`src/rtl/core_pkg.sv`:
```
// Shared fetch-path types: address/instruction widths and the buffered fetch entry.
package core_pkg;

  localparam int unsigned Xlen = 32;
  localparam int unsigned Ilen = 32;

  localparam logic [Xlen-1:0] ResetPcDefault = '0;

  // One fetched instruction together with the address it was fetched from.
  typedef struct packed {
    logic [Xlen-1:0] pc;
    logic [Ilen-1:0] inst;
  } fetch_entry_t;

endpackage

```
`src/rtl/fetch_buf.sv`:
```
// Circular buffer of fetch entries with flush; head is readable combinationally.
module fetch_buf
  import core_pkg::*;
#(
  parameter int unsigned DepthLog2 = 2
) (
  input  logic                 clk_i,
  input  logic                 rst_ni,
  input  logic                 flush_i,
  input  logic                 push_i,
  input  fetch_entry_t         push_entry_i,
  input  logic                 pop_i,
  output fetch_entry_t         head_o,
  output logic [DepthLog2:0]   count_o,
  output logic                 full_o,
  output logic                 empty_o
);

  localparam int unsigned Depth = 2 ** DepthLog2;
  localparam logic [DepthLog2:0]   CountFull = (DepthLog2 + 1)'(Depth);
  localparam logic [DepthLog2:0]   CountOne  = (DepthLog2 + 1)'(1);
  localparam logic [DepthLog2-1:0] PtrOne    = DepthLog2'(1);

  fetch_entry_t         mem_q [Depth];
  logic [DepthLog2-1:0] rd_ptr_q, rd_ptr_d;
  logic [DepthLog2-1:0] wr_ptr_q, wr_ptr_d;
  logic [DepthLog2:0]   count_q, count_d;
  logic                 do_push, do_pop;

  // Pointer/count update; a flush empties the buffer and wins over push and pop.
  always_comb begin
    rd_ptr_d = rd_ptr_q;
    wr_ptr_d = wr_ptr_q;
    count_d  = count_q;
    do_pop   = pop_i && (count_q != '0);
    do_push  = push_i && ((count_q != CountFull) || do_pop);
    if (flush_i) begin
      rd_ptr_d = '0;
      wr_ptr_d = '0;
      count_d  = '0;
    end else begin
      if (do_push) wr_ptr_d = wr_ptr_q + PtrOne;
      if (do_pop)  rd_ptr_d = rd_ptr_q + PtrOne;
      case ({do_push, do_pop})
        2'b10:   count_d = count_q + CountOne;
        2'b01:   count_d = count_q - CountOne;
        default: count_d = count_q;
      endcase
    end
  end

  // Pointer and occupancy registers.
  always_ff @(posedge clk_i or negedge rst_ni) begin
    if (!rst_ni) begin
      rd_ptr_q <= '0;
      wr_ptr_q <= '0;
      count_q  <= '0;
    end else begin
      rd_ptr_q <= rd_ptr_d;
      wr_ptr_q <= wr_ptr_d;
      count_q  <= count_d;
    end
  end

  // Entry storage; contents are only meaningful below the occupancy count, so no reset.
  always_ff @(posedge clk_i) begin
    if (do_push && !flush_i) mem_q[wr_ptr_q] <= push_entry_i;
  end

  assign head_o  = mem_q[rd_ptr_q];
  assign count_o = count_q;
  assign full_o  = (count_q == CountFull);
  assign empty_o = (count_q == '0);

endmodule

```
`src/rtl/fetch_unit.sv`:
```
// Instruction fetch front end: in-order request credits, stale-response dropping on
// redirect, and a small buffer of {pc, inst} toward the core.
module fetch_unit
  import core_pkg::*;
#(
  parameter int unsigned     DepthLog2      = 2,
  parameter int unsigned     MaxOutstanding = 2,
  parameter logic [Xlen-1:0] ResetPc        = ResetPcDefault
) (
  input  logic            clk_i,
  input  logic            rst_ni,
  input  logic            redirect_valid_i,
  input  logic [Xlen-1:0] redirect_pc_i,
  input  logic            hold_i,
  input  logic            instmem_ready_i,
  output logic            instmem_valid_o,
  output logic [Xlen-1:0] instmem_addr_o,
  input  logic [Ilen-1:0] instmem_rdata_i,
  input  logic            instmem_rvalid_i,
  output logic            inst_valid_o,
  output logic [Xlen-1:0] inst_pc_o,
  output logic [Ilen-1:0] inst_data_o,
  input  logic            inst_ready_i
);

  localparam int unsigned Depth = 2 ** DepthLog2;
  localparam int unsigned OutW  = $clog2(MaxOutstanding + 1);
  localparam int unsigned TagW  = (MaxOutstanding > 1) ? $clog2(MaxOutstanding) : 1;
  localparam int unsigned ResvW = DepthLog2 + 2;

  localparam logic [OutW-1:0]  OutMax    = OutW'(MaxOutstanding);
  localparam logic [OutW-1:0]  OutOne    = OutW'(1);
  localparam logic [TagW-1:0]  TagLast   = TagW'(MaxOutstanding - 1);
  localparam logic [TagW-1:0]  TagOne    = TagW'(1);
  localparam logic [ResvW-1:0] ResvLimit = ResvW'(Depth);
  localparam logic [Xlen-1:0]  PcStep    = Xlen'(4);

  logic [Xlen-1:0]    pc_q, pc_d;
  logic [OutW-1:0]    outstanding_q, outstanding_d;
  logic [OutW-1:0]    drop_q, drop_d;
  logic [TagW-1:0]    tag_wr_ptr_q, tag_wr_ptr_d;
  logic [TagW-1:0]    tag_rd_ptr_q, tag_rd_ptr_d;
  logic [Xlen-1:0]    tag_q [MaxOutstanding];

  logic               issue;
  logic [ResvW-1:0]   reserved;
  logic               buf_push, buf_pop, buf_full, buf_empty;
  logic [DepthLog2:0] buf_count;
  fetch_entry_t       buf_push_entry, buf_head;

  // Request side: issue only while a credit and a guaranteed buffer slot are free.
  // Slots held for live (non-dropped) requests count as occupied, so responses never overflow.
  always_comb begin
    reserved        = ResvW'(buf_count) + ResvW'(outstanding_q) - ResvW'(drop_q);
    instmem_valid_o = rst_ni && !hold_i && (outstanding_q < OutMax) && (reserved < ResvLimit);
    instmem_addr_o  = redirect_valid_i ? redirect_pc_i : pc_q;
    issue           = instmem_valid_o && instmem_ready_i;

    pc_d = pc_q;
    if (issue)                 pc_d = instmem_addr_o + PcStep;
    else if (redirect_valid_i) pc_d = redirect_pc_i;

    tag_wr_ptr_d = tag_wr_ptr_q;
    if (issue) tag_wr_ptr_d = (tag_wr_ptr_q == TagLast) ? '0 : tag_wr_ptr_q + TagOne;
  end

  // Response side: every response retires a tag; stale ones are discarded via the drop count.
  // The response arriving in a redirect cycle is always stale.
  always_comb begin
    tag_rd_ptr_d = tag_rd_ptr_q;
    if (instmem_rvalid_i) tag_rd_ptr_d = (tag_rd_ptr_q == TagLast) ? '0 : tag_rd_ptr_q + TagOne;

    outstanding_d = outstanding_q;
    case ({issue, instmem_rvalid_i})
      2'b10:   outstanding_d = outstanding_q + OutOne;
      2'b01:   outstanding_d = outstanding_q - OutOne;
      default: outstanding_d = outstanding_q;
    endcase

    drop_d = drop_q;
    if (redirect_valid_i)                      drop_d = outstanding_q - (instmem_rvalid_i ? OutOne : '0);
    else if (instmem_rvalid_i && drop_q != '0) drop_d = drop_q - OutOne;

    buf_push            = instmem_rvalid_i && !redirect_valid_i && (drop_q == '0);
    buf_push_entry.pc   = tag_q[tag_rd_ptr_q];
    buf_push_entry.inst = instmem_rdata_i;
    buf_pop             = inst_ready_i && inst_valid_o && !redirect_valid_i;
  end

  // Fetch PC, credit, drop and tag-pointer registers.
  always_ff @(posedge clk_i or negedge rst_ni) begin
    if (!rst_ni) begin
      pc_q          <= ResetPc;
      outstanding_q <= '0;
      drop_q        <= '0;
      tag_wr_ptr_q  <= '0;
      tag_rd_ptr_q  <= '0;
    end else begin
      pc_q          <= pc_d;
      outstanding_q <= outstanding_d;
      drop_q        <= drop_d;
      tag_wr_ptr_q  <= tag_wr_ptr_d;
      tag_rd_ptr_q  <= tag_rd_ptr_d;
    end
  end

  for (genvar gi = 0; gi < MaxOutstanding; gi++) begin : g_tag
    // Each tag slot remembers the address of the request issued into it.
    always_ff @(posedge clk_i or negedge rst_ni) begin
      if (!rst_ni)                                    tag_q[gi] <= '0;
      else if (issue && tag_wr_ptr_q == TagW'(gi))    tag_q[gi] <= instmem_addr_o;
    end
  end

  fetch_buf #(
    .DepthLog2 (DepthLog2)
  ) u_fetch_buf (
    .clk_i        (clk_i),
    .rst_ni       (rst_ni),
    .flush_i      (redirect_valid_i),
    .push_i       (buf_push),
    .push_entry_i (buf_push_entry),
    .pop_i        (buf_pop),
    .head_o       (buf_head),
    .count_o      (buf_count),
    .full_o       (buf_full),
    .empty_o      (buf_empty)
  );

  assign inst_valid_o = !buf_empty;
  assign inst_pc_o    = inst_valid_o ? buf_head.pc : '0;
  assign inst_data_o  = inst_valid_o ? buf_head.inst : '0;

  // A response is only legal while a request is in flight.
  rvalid_has_request_a: assert property (@(posedge clk_i) disable iff (!rst_ni)
    instmem_rvalid_i |-> (outstanding_q != '0));

  // Slot reservation means a kept response never meets a full buffer without a pop.
  no_overflow_a: assert property (@(posedge clk_i) disable iff (!rst_ni)
    buf_push |-> (!buf_full || buf_pop));

endmodule

```
`config.mk`:
```
export PLATFORM = sky130hd
export DESIGN_NAME = fetch_unit
export DESIGN_NICKNAME = d
export VERILOG_FILES = /design/src/rtl/core_pkg.sv /design/src/rtl/fetch_buf.sv /design/src/rtl/fetch_unit.sv
export SDC_FILE = /design/constraint.sdc
export NUM_CORES = 1
export LEC_CHECK = 0
export ABC_AREA = 1
export CORE_UTILIZATION = 50
export CTS_CLUSTER_DIAMETER = 100
export DETAILED_ROUTE_END_ITERATION = 8
export GPL_TIMING_DRIVEN = 1
export PLACE_DENSITY = 0.7
export SYNTH_ARGS = -nofsm -noshare
export SYNTH_HDL_FRONTEND = slang
export SYNTH_SLANG_ARGS = --single-unit
```
`constraint.sdc`:
```
create_clock -name clk_i -period 8.65 [get_ports clk_i]
set_input_delay 1.2975 -clock clk_i [delete_from_list [all_inputs] [get_ports clk_i]]
set_output_delay 1.2975 -clock clk_i [all_outputs]
set_load 0.01 [all_outputs]
```
* Yosys cells after proc, flatten, opt, wreduce, memory -nomap -nowiden
Memories as Yosys holds them, arrays and structs flattened. Cells that the tools add are included.
Cells by class: add/subtract/negate cells 13, order comparisons 3, eq/ne operators 5, multiplexer cells 21, bitwise gates (word level) 2, reductions and logical operators 27
Operator list (count):
- $mux 32 | 7
- $add 32x3->32 const B | 1
- $logic_and 1x1->1 | 14
- $mux 2 | 6
- $reduce_bool 2->1 | 5
- $add 2x1->2 const B | 3
- $pmux 3 s2 | 1
- $reduce_bool 3->1 | 2
- $mux 1 | 5
- $add 3x2->4 | 1
- $eq 2x1->1 const B | 2
- $eq 2x2->1 const B | 2
- $lt 4x3->1 const B | 1
- $pmux 2 s2 | 1
- $sub 2x1->2 const B | 2
- $sub 4x2->4 | 1
- $add 3x1->3 const B | 1
- $logic_not 1->1 | 3
- $logic_not 3->1 | 1
- $mux 3 | 1
- $ne 3x3->1 const B | 1
- $sub 3x1->3 const B | 1
- $add 1x1->1 const B | 2
- $ge 2x2->1 const B | 1
- other kinds (6) | 6
Word-level totals: bits in registers 109, bits in writable memories 256, input port bits 71, memories kept 1
Memory list:
- u_fetch_buf.mem_q | depth 4, bits a word 64, read ports 1, clocked after memory_dff 0, write ports 1, RTL line fetch_buf.sv:24 | fetch_entry_t mem_q [Depth];

* Logic depth before layout (Yosys ltp)
word-level depth 10, gate-level depth with buffers 15, gate-level depth less buffers 13

* Hierarchy
Synthesis repeated with hierarchy kept, for this count alone.
Unflattened totals: cell total of the unflattened synthesis 1576, area, all modules 16166.8 um2
Modules (own cells, without submodules):
- fetch_buf | instances 1, cells an instance 687, area each 9980.8 um2
- fetch_unit | instances 1, cells an instance 889, area each 6185.9 um2

* Least setup slack after synthesis
No wires, ideal clock.
path type input -> register, from input port redirect_valid_i, to memory u_fetch_buf.mem_q[0][0] (netlist name) (enable), data arrival time 4726 ps, required time 8164 ps, path slack 3438 ps, stages on the path 6, cells stage by stage buf_6 -> buf_12 -> buf_6 -> nor3_2 -> nand2_2 -> nor2_1
On the way: longest elaborated chain between the ends 8
RTL lines:
- start, declared | RTL line fetch_unit.sv:12 | input logic redirect_valid_i,
- $logic_not 1->1 * | RTL line fetch_buf.sv:67, fetch_unit.sv:84, fetch_unit.sv:87
- $logic_and 1x1->1 | RTL line fetch_unit.sv:87 | buf_pop = inst_ready_i && inst_valid_o && !redirect_valid_i;
- $logic_and 1x1->1 | RTL line fetch_buf.sv:35 | do_pop = pop_i && (count_q != '0);
- $logic_or 1x1->1 | RTL line fetch_buf.sv:36 | do_push = push_i && ((count_q != CountFull) || do_pop);
- $logic_and 1x1->1 | RTL line fetch_buf.sv:36
- $logic_and 1x1->1 * | RTL line fetch_buf.sv:67 | if (do_push && !flush_i) mem_q[wr_ptr_q] <= push_entry_i;
- $mux 1 * | RTL line fetch_buf.sv:67
- $mux 1 (implied by the code) * | RTL line fetch_buf.sv:67
- end, declared | RTL line fetch_buf.sv:24
Mark *: on every way between the ends. The rest lies on a longest branch, timed or not.

* Worst setup path in the final report
from register u_fetch_buf.rd_ptr_q[0], to output port inst_data_o[18]
On the way: longest elaborated chain between the ends 2
RTL lines:
- start, declared | RTL line fetch_buf.sv:25 | logic [DepthLog2-1:0] rd_ptr_q, rd_ptr_d;
- start signal, assigned | RTL line fetch_buf.sv:59 | rd_ptr_q <= rd_ptr_d;
- $mem_v2 4x64
- $mux 32 | RTL line fetch_unit.sv:132 | assign inst_data_o = inst_valid_o ? buf_head.inst : '0;
- end, declared | RTL line fetch_unit.sv:22 | output logic [Ilen-1:0] inst_data_o,
No other way between the ends.

==> flow_summary.ini <==
[floorplan]
row_count = 65
die_area_sq_um = 33000
die_height_um = 182
start_util_pct = 51.0
die_w_um = 182
io_pins = 169
core-area_sq_um = 31600

[finish]
syn2layout_area_growth_pct = 19.3
layout.cells.non_filler = 2144
multi_input_area_sq_um = 4860
n_antenna_cell = 0
nNetsFinal = 1797
fill_cells = 2599
seq_area_sq_um = 10400
final_layout_size_suffix_gt1_share_pct = 8.55

[worst_setup_path]
worst-path-max-fanout = 72
reg2reg_depth = 13
reg2reg_to = tag_q[30]$_DFFE_PN0P_
crit_arrival_ps = 3610
endpoint_kind = output port
path_class = reg -> out
regToRegSetupSlack_ps = 5540
timing.rr.start = outstanding_q[1]$_DFFE_PN0P_
critical_path_required_ps = 7350
start_kind = flop

[sta]
skew_ps = 12.8
post-route-period-util_pct = 56.7
slew_headroom_pct = 31.4
worst_slew_pin_slew_ps = 1030
setup_viol = 0
hold_viol = 0
fin_crit_ps = 4910
rsz0062_at_grt = no
setup_tns_ps = 0
drv_slew = 0
fin_hold_ws_ps = 478
fmax_mhz = 204

[drt]
firstDrtPassIters = 5
drtIter0Drc = 904
wire_per_inst_um = 16.6
ant_nets = 0
drc = 0
vias_per_cell = 5.24
drt_wl_total_mm = 35.5
vias = 11244

[synth]
yosys.area.top_type = edfxtp_1
yosysWarnings = 0
synthTopCellsByArea = edfxtp_1 (48%), dfrtp_1 (17%), o21ai_0 (6.9%)
avgSynthCellArea_sq_um = 10.3
syn_inst = 1573
yosys_register_bits = 365
syn_area_sq_um = 16100
yosys.area.top_type_share_pct = 47.7
ys_types = 37
seq_area_frac_synth_pct = 64.6
syn-num-nets = 1657

[global_route]
grt_use_total_pct = 21.8
grt_pass1_vias = 10547
grt_overflow_total = 0
grt_max_degree = 91
antenna_found_initial = 0
grt_pass1_wl_mm = 56.6

[power]
power_frac_seq_pct = 41.1
power.density_nw_per_um2 = 294
p_sw_share_pct = 32.2
share_comb_of_total_power_pct = 30.9
leakage_nw = 7.43
power_switching_mw = 1.82
internal_power_mw = 3.84
p_clk_share_pct = 28.0
vdd_drop_max_mv = 0.190

[clocking]
clockRootBuffer = clkbuf_16
clk_latency_ps = 520
path_clk_slew_ps = 60
htreeDepth = 2
cts_resized = 0
clk_path_buf_depth = 3
holdBufCountCts = 0
postCtsSetupRepairBufs = 0
cts_tree = built
numCtsBuffers = 38
cts_sinks = 365

[placed_design]
dp_hpwl_mm = 21.0
dp.cells = 2075
place.gp.congestion = 0.875
port_buffers = 168

[worst_hold_path]
hold_end = tag_q[4]$_DFFE_PN0P_
min_from = tag_q[4]$_DFFE_PN0P_
hold_depth = 2
hold_class = reg -> reg

[flow_run]
maxCapViolCount = 0

[status]
status = complete, no violations
==> power by group through the flow <==
stage	Combinational (mW)	Sequential (mW)	Clock (mW)
final	1.75	2.33	1.59
after global routing	1.94	2.35	1.69
after CTS	1.76	2.32	1.62
after detailed placement	1.75	2.36	0
after global placement	1.72	2.35	0
after floorplan	1.03	2.31	0
==> layout make-up <==
| cell class | count | area share (%) |
|---|---|---|
| clock buffers | 55 | 5.71 |
| clock inverters | 14 | 0.657 |
| inverters | 117 | 2.33 |
| multi-input cells | 1009 | 25.3 |
| flip-flops and latches | 365 | 54.2 |
| well taps | 402 | 2.61 |
| repair buffers | 182 | 9.25 |
==> layer usage <==
layer  routed length [um]  global-route usage [%]  share of wire (%)
met4                  707                    5.86                2.0
met2                16100                    34.2                 45
met1                16700                    31.7                 47
met3                 2010                    3.29                5.7
met5                    0                       0                  0
==> cells in the final DEF, fill, tap and decap left out, drive strengths merged <==
master,Yosys,layout
nor2,308,308
clkinv,0,11
or2,1,1
inv,117,117
and3,1,1
clkinvlp,0,1
nand3b,1,1
a21oi,70,70
clkdlybuf4s50,0,166
clkbuf,47,55
bufinv,0,2
buf,35,16
xnor2,4,4
nand4,14,14
ha,11,11
o21ai,252,252
dfrtp,109,109
fa,2,2
nor3,5,5
xor2,17,17
o211ai,1,1
edfxtp,256,256
nand3,30,30
nand2,292,292
==> kinds of logic after synthesis <==
kind of cell             after synthesis  share of synthesized area, %
AND/OR/NAND/NOR                      652                          17.3
XOR/XNOR                              21                          1.14
AO/OA/AOI/OAI                        323                          10.4
flip-flops                           365                          64.6
buffers and inverters                199                          5.47
adder cells (fa/ha/maj)               13                          1.10
==> worst max-delay path, stage by stage, from the launching register on <==
cell and delay [ps]:
dfrtp_4 660, inv_2 700, buf_4 670, o21ai_0 250, a21oi_1 220, clkdlybuf4s50_1 570
==> state kept, by name (all words and copies together) (netlist names) <==
register,count
drop_q,2
outstanding_q,2
pc_q,32
tag_q,64
tag_rd_ptr_q,1
tag_wr_ptr_q,1
u_fetch_buf.count_o,3
u_fetch_buf.mem_q,256
u_fetch_buf.rd_ptr_q,2
u_fetch_buf.wr_ptr_q,2
==> cells in the mapped netlist <==
| library cell | n |
|---|---|
| a21oi_1 | 70 |
| and3_1 | 1 |
| buf_1 | 14 |
| buf_12 | 2 |
| buf_2 | 7 |
| buf_4 | 2 |
| buf_6 | 9 |
| buf_8 | 1 |
| clkbuf_1 | 47 |
| dfrtp_1 | 109 |
| edfxtp_1 | 256 |
| fa_1 | 2 |
| ha_1 | 11 |
| inv_1 | 112 |
| inv_2 | 4 |
| inv_8 | 1 |
| nand2_1 | 265 |
| nand2_2 | 19 |
| nand2_4 | 8 |
| nand3_1 | 26 |
| nand3_2 | 2 |
| nand3_4 | 2 |
| nand3b_1 | 1 |
| nand4_1 | 14 |
| nor2_1 | 286 |
| nor2_2 | 12 |
| nor2_4 | 10 |
| nor3_1 | 4 |
| nor3_2 | 1 |
| o211ai_1 | 1 |
| o21ai_0 | 223 |
| o21ai_1 | 16 |
| o21ai_2 | 11 |
| o21ai_4 | 2 |
| or2_2 | 1 |
| xnor2_1 | 4 |
| xor2_1 | 17 |
==> metrics by stage <==
step	worst slack (ps)	total power, mW	cell area (sq um)	utilization (%)
2_1_floorplan	3440	3.33	16100	-
3_3_place_gp	4070	4.07	18000	56.9
4_1_cts	3680	5.71	19200	60.8
3_5_place_dp	4050	4.11	18000	56.9
6_report	3740	5.66	19200	60.8
5_1_grt	3430	5.98	19200	60.8
==> worst max path at each step <==
stage                                              startpoint                                end  slack [ps]  depth (start not counted)
after CTS                 u_fetch_buf.rd_ptr_q[0]$_DFFE_PN0P_                    inst_data_o[18]        3680                          5
final                     u_fetch_buf.rd_ptr_q[0]$_DFFE_PN0P_                    inst_data_o[18]        3740                          5
after detailed placement                     redirect_valid_i                 instmem_addr_o[30]        4050                          5
after global routing      u_fetch_buf.rd_ptr_q[0]$_DFFE_PN0P_                    inst_data_o[18]        3430                          5
after global placement                       redirect_valid_i                 instmem_addr_o[30]        4070                          5
after floorplan                              redirect_valid_i  u_fetch_buf.mem_q[0][0]$_DFFE_PP_        3440                          6
Note: power is estimated with default switching activity, not from simulation.
